--- src/rtl/instruction_cr_compressor_pkg.sv ---
// Shared constants and types for the CR-format instruction compressor.
// Holds opcodes, CR funct4 codes and the packer state encoding.
package instruction_cr_compressor_pkg;

  localparam logic [6:0] OP_JALR = 7'b1100111;
  localparam logic [6:0] OP_ADD  = 7'b0110011;

  localparam logic [3:0] C_F4_JR_MV    = 4'b1000;
  localparam logic [3:0] C_F4_JALR_ADD = 4'b1001;
  localparam logic [1:0] C_Q2          = 2'b10;

  localparam logic [15:0] C_NOP = 16'h0001;

  typedef enum logic {
    EMPTY = 1'b0,
    HALF  = 1'b1
  } packState_e;

  function automatic logic [15:0] crPack(
    input logic [3:0] f4,
    input logic [4:0] r1,
    input logic [4:0] r2
  );
    return {f4, r1, r2, C_Q2};
  endfunction

endpackage

--- src/rtl/instruction_cr_compressor_encode.sv ---
// Combinational RV32I -> CR-format classifier.
// Recognises jr, jalr, mv and add forms; everything else passes through.
module instruction_cr_compressor_encode
  import instruction_cr_compressor_pkg::*;
(
  input  logic [31:0] iINSTR,
  output logic        oCOMPRESSIBLE,
  output logic [15:0] oCINSTR
);

  logic [6:0]  opcode;
  logic [4:0]  rd;
  logic [2:0]  funct3;
  logic [4:0]  rs1;
  logic [4:0]  rs2;
  logic [6:0]  funct7;
  logic [11:0] imm;

  logic isJalr;
  logic isAdd;
  logic isJr;
  logic isCJalr;
  logic isMv;
  logic isCAdd;

  assign opcode = iINSTR[6:0];
  assign rd     = iINSTR[11:7];
  assign funct3 = iINSTR[14:12];
  assign rs1    = iINSTR[19:15];
  assign rs2    = iINSTR[24:20];
  assign funct7 = iINSTR[31:25];
  assign imm    = iINSTR[31:20];

  assign isJalr = (opcode == OP_JALR)
               && (funct3 == 3'b000)
               && (imm == 12'd0)
               && (rs1 != 5'd0);

  assign isAdd = (opcode == OP_ADD)
              && (funct3 == 3'b000)
              && (funct7 == 7'd0)
              && (rd != 5'd0)
              && (rs2 != 5'd0);

  assign isJr    = isJalr && (rd == 5'd0);
  assign isCJalr = isJalr && (rd == 5'd1);
  // mv wins over add; rd!=0 keeps the two exclusive
  assign isMv    = isAdd && (rs1 == 5'd0);
  assign isCAdd  = isAdd && (rs1 == rd);

  always_comb begin
    oCOMPRESSIBLE = 1'b0;
    oCINSTR       = 16'd0;
    unique case (1'b1)
      isJr: begin
        oCOMPRESSIBLE = 1'b1;
        oCINSTR = crPack(C_F4_JR_MV, rs1, 5'd0);
      end
      isCJalr: begin
        oCOMPRESSIBLE = 1'b1;
        oCINSTR = crPack(C_F4_JALR_ADD, rs1, 5'd0);
      end
      isMv: begin
        oCOMPRESSIBLE = 1'b1;
        oCINSTR = crPack(C_F4_JR_MV, rd, rs2);
      end
      isCAdd: begin
        oCOMPRESSIBLE = 1'b1;
        oCINSTR = crPack(C_F4_JALR_ADD, rd, rs2);
      end
      default: begin
        oCOMPRESSIBLE = 1'b0;
        oCINSTR       = 16'd0;
      end
    endcase
  end

endmodule

--- src/rtl/instruction_cr_compressor.sv ---
// Packs a stream of RV32I words into a mixed 16/32-bit stream.
// Single registered output slot with valid/ready on both sides.
module instruction_cr_compressor
  import instruction_cr_compressor_pkg::*;
(
  input  logic        iCLK,
  input  logic        iRST_N,
  input  logic [31:0] iINSTR,
  input  logic        iVALID,
  output logic        oREADY,
  input  logic        iFLUSH,
  output logic [31:0] oWORD,
  output logic        oVALID,
  input  logic        iREADY,
  output logic        oIDLE,
  output logic [15:0] oCOMP_CNT
);

  packState_e  state;
  packState_e  stateNxt;
  logic [15:0] pend;
  logic [15:0] pendNxt;
  logic        compressible;
  logic [15:0] cInstr;
  logic        accept;
  logic        flushReq;
  logic        emit;
  logic [31:0] wordNxt;

  instruction_cr_compressor_encode uEncode (
    .iINSTR        (iINSTR),
    .oCOMPRESSIBLE (compressible),
    .oCINSTR       (cInstr)
  );

  assign oREADY   = !oVALID || iREADY;
  assign accept   = iVALID && oREADY;
  // an incoming instruction always beats a flush
  assign flushReq = iFLUSH && !iVALID && oREADY;
  assign oIDLE    = (state == EMPTY) && !oVALID;

  always_comb begin
    stateNxt = state;
    pendNxt  = pend;
    emit     = 1'b0;
    wordNxt  = oWORD;
    case (state)
      EMPTY: begin
        if (accept) begin
          if (compressible) begin
            pendNxt  = cInstr;
            stateNxt = HALF;
          end else begin
            emit    = 1'b1;
            wordNxt = iINSTR;
          end
        end
      end
      HALF: begin
        if (accept) begin
          emit = 1'b1;
          if (compressible) begin
            wordNxt  = {cInstr, pend};
            stateNxt = EMPTY;
          end else begin
            wordNxt = {iINSTR[15:0], pend};
            pendNxt = iINSTR[31:16];
          end
        end else if (flushReq) begin
          emit     = 1'b1;
          wordNxt  = {C_NOP, pend};
          stateNxt = EMPTY;
        end
      end
      default: begin
        stateNxt = EMPTY;
      end
    endcase
  end

  always_ff @(posedge iCLK or negedge iRST_N) begin
    if (!iRST_N) begin
      state     <= EMPTY;
      pend      <= 16'd0;
      oWORD     <= 32'd0;
      oVALID    <= 1'b0;
      oCOMP_CNT <= 16'd0;
    end else begin
      state <= stateNxt;
      pend  <= pendNxt;
      if (oREADY) begin
        oVALID <= emit;
        if (emit) begin
          oWORD <= wordNxt;
        end
      end
      if (accept && compressible
          && (oCOMP_CNT != 16'hFFFF)) begin
        oCOMP_CNT <= oCOMP_CNT + 16'd1;
      end
    end
  end

endmodule
--- config.mk ---
export PLATFORM = sky130hd
export DESIGN_NAME = instruction_cr_compressor
export DESIGN_NICKNAME = d
export VERILOG_FILES = /design/src/rtl/instruction_cr_compressor_pkg.sv /design/src/rtl/instruction_cr_compressor_encode.sv /design/src/rtl/instruction_cr_compressor.sv
export SDC_FILE = /design/constraint.sdc
export NUM_CORES = 1
export LEC_CHECK = 0
export BUFFER_PORTS_ARGS = -buffer_cell sky130_fd_sc_hd__clkbuf_2
export CORE_MARGIN = 2
export CORE_UTILIZATION = 42
export CTS_BUF_LIST = sky130_fd_sc_hd__clkbuf_4 sky130_fd_sc_hd__clkbuf_8 sky130_fd_sc_hd__clkbuf_16
export DETAILED_ROUTE_END_ITERATION = 10
export GPL_TIMING_DRIVEN = 0
export PLACE_DENSITY = 0.68
export SYNTH_ARGS = -nofsm -noshare
export SYNTH_HDL_FRONTEND = slang
export SYNTH_SLANG_ARGS = --single-unit
--- constraint.sdc ---
create_clock -name iCLK -period 1.8 [get_ports iCLK]
set_input_delay 0.18 -clock iCLK [delete_from_list [all_inputs] [get_ports iCLK]]
set_output_delay 0.18 -clock iCLK [all_outputs]
set_load 0.01 [all_outputs]
Yosys cells after proc, flatten, opt, wreduce, memory -nomap -nowiden. Cells that the tools add are included.

$add $sub $neg: 1. Multipliers: 0. Divide/modulo/power cells: 0. Order comparisons: 0. Equal/unequal tests: 11. Shift operators: 0. Muxes and demuxes: 23. Bitwise logic cells: 1. Reduce and logical (&&, ||, !) cells: 31.

Operator list (number): 32-bit 2-to-1 mux (5); 16-bit 2-to-1 mux (4); 16-bit one-hot mux with 4 select lines (1); 32-bit one-hot mux with 2 select lines (1); 16-bit one-hot mux with 2 select lines (1); 1-bit logical AND (17); 16-bit by 1-bit adder with 16-bit output (second input constant) (1); 16-bit inequality test (second input constant) (1); 5-bit nonzero test (3); 12-bit logical NOT (1); 5-bit logical NOT (2); 1-bit 2-to-1 mux (9); 2-bit inequality test (second input constant) (4); 7-bit by 6-bit equality test with 1-bit output (second input constant) (1); 7-bit equality test (second input constant) (1); 7-bit logical NOT (1); 5-bit by 1-bit equality test with 1-bit output (second input constant) (1); 5-bit equality test (1); 5-bit AND reduction (1); 1-bit one-hot mux with 2 select lines (2); 4-bit AND reduction (1); 4-bit OR reduction (1); 3-bit logical NOT (1); 3-bit by 1-bit inequality test with 1-bit output (second input constant) (1); 4 further kinds (5).

Register bits after elaboration: 66. Latch bits: 0. Memory bits (writable): 0. Memory bits (read-only): 0. Bits of input ports: 37. Output and inout bits: 51. Word-level logic and storage cells: 72. Memories kept: 0.

Depth between registers and ports, before layout. Gate-level depths: netlist (run 1).

Word-level depth: 12. Gate-level depth with buffers: 9. Depth with buffers taken out: 7.

By module. Synthesis (run 1) repeated with hierarchy kept, for this count alone.

Cell total of the unflattened synthesis: 369. Area, all modules: 3674.8 um^2.

By module, submodules not included: instruction_cr_compressor (instances 1, cells each 323, area each 3330.7 um^2, sequential area each 1651.6 um^2); instruction_cr_compressor_encode (instances 1, cells each 46, area each 344.1 um^2, sequential area each 0.0 um^2).

Worst setup path after synthesis (run 1). OpenSTA, ideal clock, no wires.

Kind: in2reg. From: input iINSTR[12]. To: register oCOMP_CNT[11]. Library setup time: 0.126 ns. Arrival time: 2.020 ns. Required time: 1.674 ns. Path slack: -0.346 ns. Cell stages on the path: 7. Path buffers: 0. Cell sequence: nor4b_2 nand4_2 nor4b_4 a21oi_1 nor3_1 nand3_1 xnor2_1.

Cells in the longest elaborated chain, start to end: 10. Elaborated cells between the ends (all ways): 16. Those cells by class: 1 x mux; 15 x reduce/logical.

RTL lines: start: declaration (RTL line instruction_cr_compressor.sv:8) `input logic [31:0] iINSTR,`; 3-bit logical NOT (*) (RTL line instruction_cr_compressor_encode.sv:35, instruction_cr_compressor_encode.sv:40); 1-bit logical AND (RTL line instruction_cr_compressor_encode.sv:40) `&& (funct3 == 3'b000)`; 1-bit logical AND (RTL line instruction_cr_compressor_encode.sv:41) `&& (funct7 == 7'd0)`; 1-bit logical AND (RTL line instruction_cr_compressor_encode.sv:42) `&& (rd != 5'd0)`; 1-bit logical AND (RTL line instruction_cr_compressor_encode.sv:43) `&& (rs2 != 5'd0);`; 1-bit logical AND (on tied branches) (RTL line instruction_cr_compressor_encode.sv:49, instruction_cr_compressor_encode.sv:48); 4-bit OR reduction (no line) (*); 1-bit 2-to-1 mux (*) (RTL line instruction_cr_compressor_encode.sv:54) `unique case (1'b1)`; 1-bit logical AND (*) (RTL line instruction_cr_compressor.sv:97) `if (accept && compressible`; 1-bit logical AND (*) (RTL line instruction_cr_compressor.sv:98) `&& (oCOMP_CNT != 16'hFFFF)) begin`; end signal: assignment (RTL line instruction_cr_compressor.sv:99) `oCOMP_CNT <= oCOMP_CNT + 16'd1;`; end: declaration (RTL line instruction_cr_compressor.sv:16) `output logic [15:0] oCOMP_CNT`.

Every way passes the cells marked *; elsewhere a longest branch is shown, timed or not. A chain may end at the register's enable or synchronous reset.

Worst setup path after layout (run 1).
From: input iINSTR[25]. To: register oWORD[15].

Cells in the longest elaborated chain, start to end: 11. Elaborated cells between the ends (all ways): 18. Those cells by class: 1 x eq/ne; 4 x mux; 13 x reduce/logical.

RTL lines: 7-bit logical NOT (RTL line instruction_cr_compressor_encode.sv:41); 1-bit logical AND (RTL line instruction_cr_compressor_encode.sv:41); 1-bit logical AND (RTL line instruction_cr_compressor_encode.sv:42); 1-bit logical AND (RTL line instruction_cr_compressor_encode.sv:43); 1-bit logical AND (on tied branches) (RTL line instruction_cr_compressor_encode.sv:49, instruction_cr_compressor_encode.sv:48); 4-bit OR reduction (no line) (*); 1-bit 2-to-1 mux (*) (RTL line instruction_cr_compressor_encode.sv:54); 1-bit 2-to-1 mux (RTL line instruction_cr_compressor.sv:50) `if (compressible) begin`; 1-bit 2-to-1 mux (RTL line instruction_cr_compressor.sv:49) `if (accept) begin`; 1-bit one-hot mux with 2 select lines (RTL line instruction_cr_compressor.sv:47) `case (state)`; 5-bit AND reduction (no line) (*); end signal: assignment (RTL line instruction_cr_compressor.sv:94) `oWORD <= wordNxt;`; end: declaration (RTL line instruction_cr_compressor.sv:12) `output logic [31:0] oWORD,`.

Marked as above.

==> metrics, run 1 <==
vias=3616; post-route ant nets=0; final WL=12400 µm; cell accounting for the most synthesized area=dfrtp_1; vias in the first global route=3249; Max stage delay cell, worst path=nor4b_4; hold path start=iFLUSH; Routed wire per std cell=20.4 µm; Tmin final=1.94 ns; Synth Instances=365; CTS tree=built; Overall Global Routing Usage=0.255; Layout Skew=0.00803 ns; Max Cap Violations=0; Top FF cell, synth=dfrtp_1; r2r setup slk=-0.01 ns; Skew-Pair Late Insertion Delay=0.34 ns; core area=8180 µm²; DIE AREA=9100 µm²; EDFF count, synth=0; most frequent cells after synthesis=dfrtp_1 (66), nor2_1 (45), a21oi_1 (39); Slew Viols, Final=0; clk root buf=clkbuf_8; post-route DRC violation count=0; cell family with most CP delay=simple AND/OR/NAND/NOR gates; post-synth top area share=0.471; Max VDD drop=0.465 mV; Detailed Routing Iterations Pass 1=5; Final #Nets=539; IO buf count=87; area of all placed cells without fillers=5450 µm²; R2R Path End=oCOMP_CNT[14]$_DFFE_PN0P_; asr flop ratio synth=1.00; vias per cell=5.93; initial core utilization=0.429; Rel. slew slack=0.619; Layout area overhead=55.4%; CP Class=primary input to flip-flop; largest net degree at the start of global routing=37; io pins=88; DRT iter0 DRCs=347; crit-path cells=buf_8 > nor4b_4 > nand4_4 > nor4b_4 > buf_4 > a21oi_4 > a22o_4 > buf_12 > clkbuf_16 > a21oi_2; GP Congestion=0.863; Final setup viols=56; most common cell in the netlist=dfrtp_1; PwrDens=733 nW/µm²; crit path buf inv count=4; library cells used by synthesis=49; Worst EP arrival=2.21 ns; R2R Path Start=oCOMP_CNT[5]$_DFFE_PN0P_; Final Power=4.00 mW; CTS clock-pin slew for the worst setup and hold paths=0.07 ns; Syn Area/Cell=9.62 µm²; total gr overflow=0; Yosys warnings=0; worst-margin pin slew=0.572 ns; CTS Buf Count=9; CTS Buffer Depth=2; leak pwr=2.44 nW; Crit Path Max Fanout=7; outcome=complete, but fails checks; CP Capture Type=flip-flop; DP Wirelength=7380 µm; max incr delay on CP=0.33 ns; CP startpoint kind=primary input; Hold Violations, Final=0; Cell Area, Synth=3510 µm²; Fin Hold WS=0.124 ns; hold depth=3; ant diodes=0; failing checks=setup timing; type of the tightest min-delay check=primary input to flip-flop; pre-CTS WS=-0.701 ns; f_max=0.516 GHz; Synthesized Nets=403; R2R depth=8; PnR worst setup slack=-0.139 ns; fraction of layout cells with a size suffix above 1=0.543; Core Util, Final=0.667; Die Ht=95.4 µm; # rows=33; first-pass GRT wire length=17300 µm; unrepaired setup endpoints after global routing=yes; part of the cycle the worst path needs=1.08; area of placed instances=4210 µm²; Yosys reg bits=66; register area share after synthesis=0.471; fill count=635; CTS sink count=66; Die W=95.4 µm; most repeated library cell on the critical path=nor4b_4; initial antenna violation count=0; synth top area cells=dfrtp_1 (47%), a21oi_1 (5.6%), mux2i_1 (5.4%), nor2_1 (4.8%), nand2_1 (3.6%); H-tree Lvls=3; Hold Path Sink=oVALID$_DFFE_PN0N_; Req. time, crit path=2.07 ns
==> state kept, by name, summed over array words and instances (netlist names) <==
register / count
state: 1
oCOMP_CNT: 16
oVALID: 1
pend: 16
oWORD: 32
==> placed cells by master, fill, tap and decap left out, types with 3 or more instances in the layout <==
| master | Yosys | final |
|---|---|---|
| nor4_4 | 3 | 6 |
| buf_8 | 0 | 8 |
| nand2_2 | 0 | 14 |
| a21oi_1 | 39 | 17 |
| buf_12 | 0 | 8 |
| nand2_1 | 34 | 19 |
| and2_1 | 4 | 3 |
| clkbuf_16 | 0 | 3 |
| xnor2_1 | 14 | 13 |
| o21ai_2 | 0 | 11 |
| xor2_1 | 6 | 6 |
| nor2_1 | 45 | 25 |
| nor2_4 | 1 | 8 |
| a21oi_2 | 0 | 16 |
| a221o_1 | 4 | 4 |
| inv_1 | 4 | 4 |
| nor2_2 | 0 | 13 |
| nand3_1 | 14 | 12 |
| and3_1 | 6 | 4 |
| o21ai_0 | 21 | 6 |
| mux2i_1 | 19 | 18 |
| a31oi_1 | 10 | 7 |
| clkbuf_2 | 0 | 80 |
| clkbuf_4 | 0 | 6 |
| nor3_4 | 0 | 5 |
| buf_6 | 4 | 15 |
| a21oi_4 | 1 | 7 |
| buf_4 | 1 | 24 |
| dfrtp_1 | 66 | 65 |
| a22oi_1 | 5 | 4 |
| nor2b_1 | 4 | 3 |
| nor3_1 | 8 | 3 |
| clkbuf_8 | 0 | 12 |
==> metal layers <==
layer,global-route usage,share of wire,vias up
li1,-,-,1584
met1,0.355,0.40,1767
met2,0.380,0.48,221
met3,0.0522,0.087,44
met4,0.124,0.037,0
met5,0,0,-
==> what timing repair did <==
action	CTS	global route
hold buffers	1	0
setup buffers	17	17
hold endpoints to repair	30	0
endpoints found under the setup margin	66	66
pin swaps	17	29
resized for setup	92	113
gates cloned	5	2
==> stage by stage <==
step	std cells	TNS, ns
floorplan	365	-8.65
global placement	557	-37.28
detailed placement	558	-36.96
CTS	594	-2.74
global route	610	-6.93
finish	610	-4.83
==> logic make-up (layout without fill, tap and decap cells) <==
logic type	Yosys count	in the layout	share of synthesized area
AND/OR/NAND/NOR	136	136	0.209
adder cells (fa/ha/maj)	1	1	0.00356
XOR/XNOR	20	20	0.0499
flip-flops	66	66	0.471
AO/OA/AOI/OAI	92	93	0.160
multiplexers	23	23	0.0670
buffers and inverters	27	166	0.0403
==> power by group <==
group          internal [mW]  switching (mW)
logic                  0.418           0.474
clock network          0.760           0.569
registers               1.65           0.130
==> layout make-up <==
cell class              count  area (µm²)  share of cell area
repair buffers            127         948               0.174
multi-input cells         273        2280               0.418
clock buffers              13         173              0.0317
inverters                   4        15.0             0.00275
clock inverters             2        35.0             0.00642
plain buffers              20         216              0.0397
flip-flops and latches     66        1650               0.303
well taps                 105         131              0.0241
==> worst max path at each step <==
stage               start                         to  slack, ns  cells past startpoint
2_1_floorplan  iINSTR[31]       oWORD[0]$_DFFE_PN0P_      -0.18                      9
3_3_place_gp   iINSTR[11]       pend[11]$_DFFE_PN0P_      -0.70                      8
3_5_place_dp   iINSTR[31]      oWORD[23]$_DFFE_PN0P_      -0.70                     10
4_1_cts        iINSTR[26]  oCOMP_CNT[10]$_DFFE_PN0P_      -0.11                     10
5_1_grt        iINSTR[24]        pend[1]$_DFFE_PN0P_      -0.17                     12
6_report       iINSTR[25]      oWORD[15]$_DFFE_PN0P_      -0.14                     10
==> worst register-to-register path: cells and delay by family, from the launching register on <==
kind | cells | cell delay (ns)
compound gates | 1 | 0.21
simple gates | 5 | 0.73
xor+xnor | 1 | 0.18
buf+inv | 1 | 0.17
flops | 1 | 0.40
Power figures use the tool's default switching activity.
==> run 2, diff against run 1 <==
--- a/config.mk
+++ b/config.mk
@@ -11,7 +11,7 @@
 export CTS_BUF_LIST = sky130_fd_sc_hd__clkbuf_4 sky130_fd_sc_hd__clkbuf_8 sky130_fd_sc_hd__clkbuf_16
 export DETAILED_ROUTE_END_ITERATION = 10
 export GPL_TIMING_DRIVEN = 0
-export PLACE_DENSITY = 0.68
+export PLACE_DENSITY = 0.65
 export SYNTH_ARGS = -nofsm -noshare
 export SYNTH_HDL_FRONTEND = slang
 export SYNTH_SLANG_ARGS = --single-unit
==> constraint.sdc (replaced) <==
create_clock -name iCLK -period 2.5 [get_ports iCLK]
set_input_delay 0.25 -clock iCLK [delete_from_list [all_inputs] [get_ports iCLK]]
set_output_delay 0.25 -clock iCLK [all_outputs]
set_load 0.05 [all_outputs]
==> run 2 against run 1 <==
Compared with the run above:
- largest cell class unchanged
- total power down 26%
- worst setup slack better by 0.29 ns
- critical path type unchanged
- cell count down 5.4%
- the flow now finishes without violations
- critical path depth unchanged
==> metrics, run 2 (same netlist as run 1, synthesis figures left out) <==
initial antenna violation count=0; GP Congestion=0.855; Slew Viols, Final=0; setup_tns=0 ns; Max stage delay cell, worst path=or4_4; vias per cell=5.47; Crit Path Max Fanout=10; CTS sink count=66; part of the cycle the worst path needs=0.938; GR peak layer=met2; hold depth=3; H-tree Lvls=3; met3 Resource Use GR=0.0419; Final Power=2.95 mW; Biggest register=oWORD; vias in the first global route=2934; Setup crit start=iINSTR[17]; DRT iter0 DRCs=221; grt met1 use=0.320; CP Capture Type=flip-flop; R2R depth=7; commonest non-fill, non-tap cell in the layout=clkbuf_2; total gr overflow=0; Req. time, crit path=2.73 ns; Overall Global Routing Usage=0.220; Final #Nets=505; Final setup viols=0; fraction of layout cells with a size suffix above 1=0.299; fill count=776; Fin Hold WS=0.200 ns; final WL=9720 µm; Skew-Pair Late Insertion Delay=0.34 ns; Register Area=1650 µm²; CTS clock-pin slew for the worst setup and hold paths=0.07 ns; DP Wirelength=7310 µm; post-route ant nets=0; DIE AREA=9100 µm²; R2R Path Start=oVALID$_DFFE_PN0N_; top flop regs=oWORD (32), oCOMP_CNT (16), pend (16); crit path buf inv count=3; Detailed Routing Iterations Pass 1=5; placed insts=558; cell family with most CP delay=simple AND/OR/NAND/NOR gates; Core Util, Final=0.536; clk root buf=clkbuf_8; Layout Skew=0.00716 ns; area of placed instances=4110 µm²; Worst EP arrival=2.57 ns; CP startpoint kind=primary input; vias=3157; Routed wire per std cell=16.8 µm; CP Class=primary input to flip-flop; commonest cells after routing, fill and taps aside=clkbuf_2 (86), dfrtp_1 (66), nor2_1 (45), a21oi_1 (39), nand2_1 (34); Die Ht=95.4 µm; crit-path cells=clkbuf_2 > or4_4 > nor2_4 > o21bai_1 > a21oi_1 > a22o_2 > buf_2 > clkbuf_1 > nor2_1 > a21oi_1; f_max=0.426 GHz; first-pass GRT wire length=15300 µm; Layout area overhead=25.0%; max reg flops=32; Rel. slew slack=0.492; Worst path depth=10; CTS Buffer Depth=2; type of the tightest min-delay check=primary input to flip-flop; io pins=88; Max VDD drop=0.298 mV; most repeated library cell on the critical path=a21oi_1; Max Cap Violations=0; max incr delay on CP=0.55 ns; pre-CTS WS=-0.315 ns; IO buf count=87; CTS Buf Count=9; Post-Layout Cell Count=577; PnR worst setup slack=0.155 ns; Die W=95.4 µm; area of all placed cells without fillers=4390 µm²; unrepaired setup endpoints after global routing=no; PwrDens=673 nW/µm²; # rows=33; ant diodes=0; grt met2 use=0.335; initial core utilization=0.429; core area=8180 µm²; outcome=completed; largest net degree at the start of global routing=51; leak pwr=1.95 nW; post-route DRC violation count=0; CTS tree=built; hold path start=iFLUSH; worst-margin pin slew=0.762 ns; Hold Violations, Final=0; Tmin final=2.34 ns; Multi-input gate area=1750 µm²
## run 2: cell count changes in the layout (fill, tap and decap cells not counted), moves of 13 or more
cell,delta
nor2_1,+20
a21oi_1,+22
nand2_1,+15
nand2_2,-14
nor2_2,-13
o21ai_0,+15
a21oi_2,-16
buf_4,-21
## run 2: report_power, final
part / leakage, nW / internal, mW / switching, mW
Combinational: 1.02 / 0.189 / 0.539
Clock: 0.109 / 0.556 / 0.413
Sequential: 0.815 / 1.19 / 0.0698
## run 2: what timing repair did
item,in CTS,in global routing
endpoints found under the hold margin,16,0
setup buffers,0,2
gates resized for setup,0,6
setup endpoints to repair,0,40
hold buffers,1,0
## run 2: routing by layer
metal	up-vias	wire, µm
met1	1528	4500
met5	-	0
met3	12	665
met4	0	102
met2	116	4450
li1	1501	-
## run 2: area by class of cell
class,count,area share
tap,105,0.0300
multi-input combinational,272,0.399
clock buffer,13,0.0394
inverter,4,0.00342
buffer,23,0.0288
sequential,66,0.377
timing repair buffer,91,0.112
clock inverter,3,0.0106
## run 2: worst min-delay path: cells and delay by family
kind	cells	cell delay [ns]
AND/OR/NAND/NOR	1	0.07
buffers and inverters	1	0.10
AO/OA/AOI/OAI	1	0.08
## run 2: final timing paths
path / end / slack (ns)
min in group asynchronous: oWORD[4]$_DFFE_PN0P_ / 0.35
hold reg to reg: pend[7]$_DFFE_PN0P_ / 0.48
setup / recovery: oWORD[7]$_DFFE_PN0P_ / 0.16
hold / removal: oVALID$_DFFE_PN0N_ / 0.20
setup reg to reg: oWORD[16]$_DFFE_PN0P_ / 0.44
max in group asynchronous: pend[15]$_DFFE_PN0P_ / 1.62
==> run 3, diff against run 2 <==
--- a/config.mk
+++ b/config.mk
@@ -5,13 +5,14 @@
 export SDC_FILE = /design/constraint.sdc
 export NUM_CORES = 1
 export LEC_CHECK = 0
+export ABC_AREA = 1
 export BUFFER_PORTS_ARGS = -buffer_cell sky130_fd_sc_hd__clkbuf_2
 export CORE_MARGIN = 2
-export CORE_UTILIZATION = 42
+export CORE_UTILIZATION = 59
 export CTS_BUF_LIST = sky130_fd_sc_hd__clkbuf_4 sky130_fd_sc_hd__clkbuf_8 sky130_fd_sc_hd__clkbuf_16
 export DETAILED_ROUTE_END_ITERATION = 10
 export GPL_TIMING_DRIVEN = 0
-export PLACE_DENSITY = 0.65
+export PLACE_DENSITY = 0.86
 export SYNTH_ARGS = -nofsm -noshare
 export SYNTH_HDL_FRONTEND = slang
 export SYNTH_SLANG_ARGS = --single-unit
==> run 3 against run 2 <==
Compared with the run above:
- register-to-register slack got worse by 0.04 ns
- count of clock-buffer cells in the layout fell by 3
- highest routed layer unchanged
- cell count rose by 34%
==> metrics, run 3 <==
outcome=completed; clk root buf=clkbuf_8; unrepaired setup endpoints after global routing=no; EDFF count, synth=0; Slew Viols, Final=0; initial antenna violation count=0; Max VDD drop=0.317 mV; Tmin final=2.24 ns; Worst path depth=4; Layout area overhead=19.0%; cell accounting for the most synthesized area=dfrtp_1; Max Cap Violations=0; leak pwr=2.75 nW; Overall Global Routing Usage=0.346; Synthesized Nets=627; Biggest register=oWORD; vias per cell=5.73; CP Capture Type=output pin; top flop regs=oWORD (32), oCOMP_CNT (16), pend (16); CTS Buffer Depth=2; setup_tns=0 ns; DIE AREA=7580 µm²; library cells used by synthesis=31; R2R Path Start=oVALID$_DFFE_PN0N_; max incr delay on CP=0.49 ns; commonest non-fill, non-tap cell in the layout=nand2_1; crit-path cells=clkbuf_1 > buf_1 > nor2_1 > clkbuf_2; Hold Violations, Final=0; vias in the first global route=4151; met2 wire len=6120 µm; worst-margin pin slew=0.891 ns; Cell Area, Synth=4070 µm²; most frequent cells after synthesis=nand2_1 (225), dfrtp_1 (66), nand3_1 (66); DP Wirelength=9480 µm; R2R depth=11; max reg flops=32; Post-Layout Cell Count=772; Top FF cell, synth=dfrtp_1; cell family with most CP delay=buffers and inverters; ant diodes=0; CTS sink count=66; Syn Area/Cell=6.91 µm²; post-route ant nets=0; Rel. slew slack=0.406; Routed wire per std cell=16.3 µm; crit path buf inv count=3; Final setup viols=0; Yosys reg bits=66; total gr overflow=0; IO buf count=87; CP Class=flip-flop to output pin; # rows=30; most common cell in the netlist=nand2_1; DRT iter0 DRCs=437; f_max=0.446 GHz; post-synth top area share=0.406; Yosys warnings=0; Final #Nets=725; Die Ht=87.1 µm; Synth Instances=589; part of the cycle the worst path needs=0.898; max layer used=met4; commonest cells after routing, fill and taps aside=nand2_1 (225), clkbuf_2 (86), nand3_1 (66), dfrtp_1 (66), inv_1 (56); initial core utilization=0.606; Worst EP arrival=1.99 ns; CTS Buf Count=9; crit path to=oIDLE; placed insts=756; synth top area cells=dfrtp_1 (41%), nand2_1 (21%), nand3_1 (8.1%), inv_1 (5.2%), nor2_1 (4.1%); core area=6720 µm²; Max stage delay cell, worst path=buf_1; CTS clock-pin slew for the worst setup and hold paths=0.09 ns; vias=4423; DR WL met3=1090 µm; post-route DRC violation count=0; postcts setup bufs=0; largest net degree at the start of global routing=67; CTS tree=built; Layout Skew=0.0124 ns; CP startpoint kind=flip-flop; type of the tightest min-delay check=primary input to async pin; Detailed Routing Iterations Pass 1=5; Die W=87.1 µm; io pins=88; Met1 Wirelength=5060 µm; register area share after synthesis=0.406; final WL=12600 µm; Setup crit start=state$_DFF_PN0_; first-pass GRT wire length=20200 µm; Skew-Pair Late Insertion Delay=0.35 ns; r2r setup slk=0.40 ns; asr flop ratio synth=1.00; GP Congestion=1.04; fraction of layout cells with a size suffix above 1=0.205; H-tree Lvls=3; Req. time, crit path=2.25 ns; PwrDens=666 nW/µm²; Crit Path Max Fanout=10; R2R Path End=oWORD[28]$_DFFE_PN0P_
==> run 3: changes by cell type after synthesis, moves of 17 or more <==
cell and change:
nand2_1 +191, inv_1 +52, nand3_1 +52, a21oi_1 -39
mux2i_1 -19, nand4_1 +19, o211ai_1 +17
==> run 3: how the worst min path moves through the flow <==
stage                                      from                       end  slack (ns)  cells after the start
after CTS                                iRST_N     oWORD[12]$_DFFE_PN0P_        0.08                      1
after global placement    oWORD[30]$_DFFE_PN0P_     oWORD[30]$_DFFE_PN0P_        0.46                      2
after detailed placement                 iRST_N     oWORD[12]$_DFFE_PN0P_        0.45                      1
after global routing                     iRST_N     oWORD[12]$_DFFE_PN0P_        0.12                      1
final                                    iRST_N     oWORD[12]$_DFFE_PN0P_        0.03                      1
after floorplan                          iRST_N  oCOMP_CNT[0]$_DFFE_PN0P_       -0.05                      0
==> run 3: cell type report <==
type | instances | area, µm²
multi-input cells | 440 | 2080
well taps | 80 | 100
clock inverters | 6 | 95.1
repair buffers | 87 | 438
plain buffers | 22 | 111
fillers | 578 | 1870
inverters | 61 | 229
flip-flops and latches | 66 | 1650
clock buffers | 10 | 138
==> run 3: metrics by stage <==
stage / setup slack, ns / total power, mW / hold slack (ns) / util / instance area [µm²]
2_1_floorplan: 0.469 / 1.90 / -0.0456 / - / 4070
3_3_place_gp: 0.283 / 2.14 / 0.457 / 0.686 / 4610
3_5_place_dp: 0.232 / 2.16 / 0.452 / 0.686 / 4610
4_1_cts: 0.303 / 3.22 / 0.0775 / 0.721 / 4840
5_1_grt: 0.164 / 3.34 / 0.124 / 0.721 / 4850
6_report: 0.256 / 3.23 / 0.0307 / 0.721 / 4850
==> run 3: cell families (layout without fill, tap and decap cells) <==
family                   count (synthesis)  after routing  share of synthesized area
XOR/XNOR                                12             12                     0.0258
AO/OA/AOI/OAI                           39             39                     0.0599
AND/OR/NAND/NOR                        388            388                      0.422
adder cells (fa/ha/maj)                  1              1                    0.00307
buffers and inverters                   83            186                     0.0836
flip-flops                              66             66                      0.406
==> run 3: what timing repair did <==
item,in CTS,in global routing
setup endpoints to repair,0,3
gates resized for setup,0,1
hold buffers,0,0
==> run 3: report_power, final <==
group          switching, mW  internal [mW]
logic                  0.617          0.203
registers             0.0953           1.24
clock network          0.472          0.602
==> run 3: layer usage <==
metal / global-route usage / up-vias
met3: 0.0607 / 39
li1: - / 2079
met4: 0.124 / 0
met1: 0.451 / 2037
met2: 0.578 / 268
met5: 0 / -
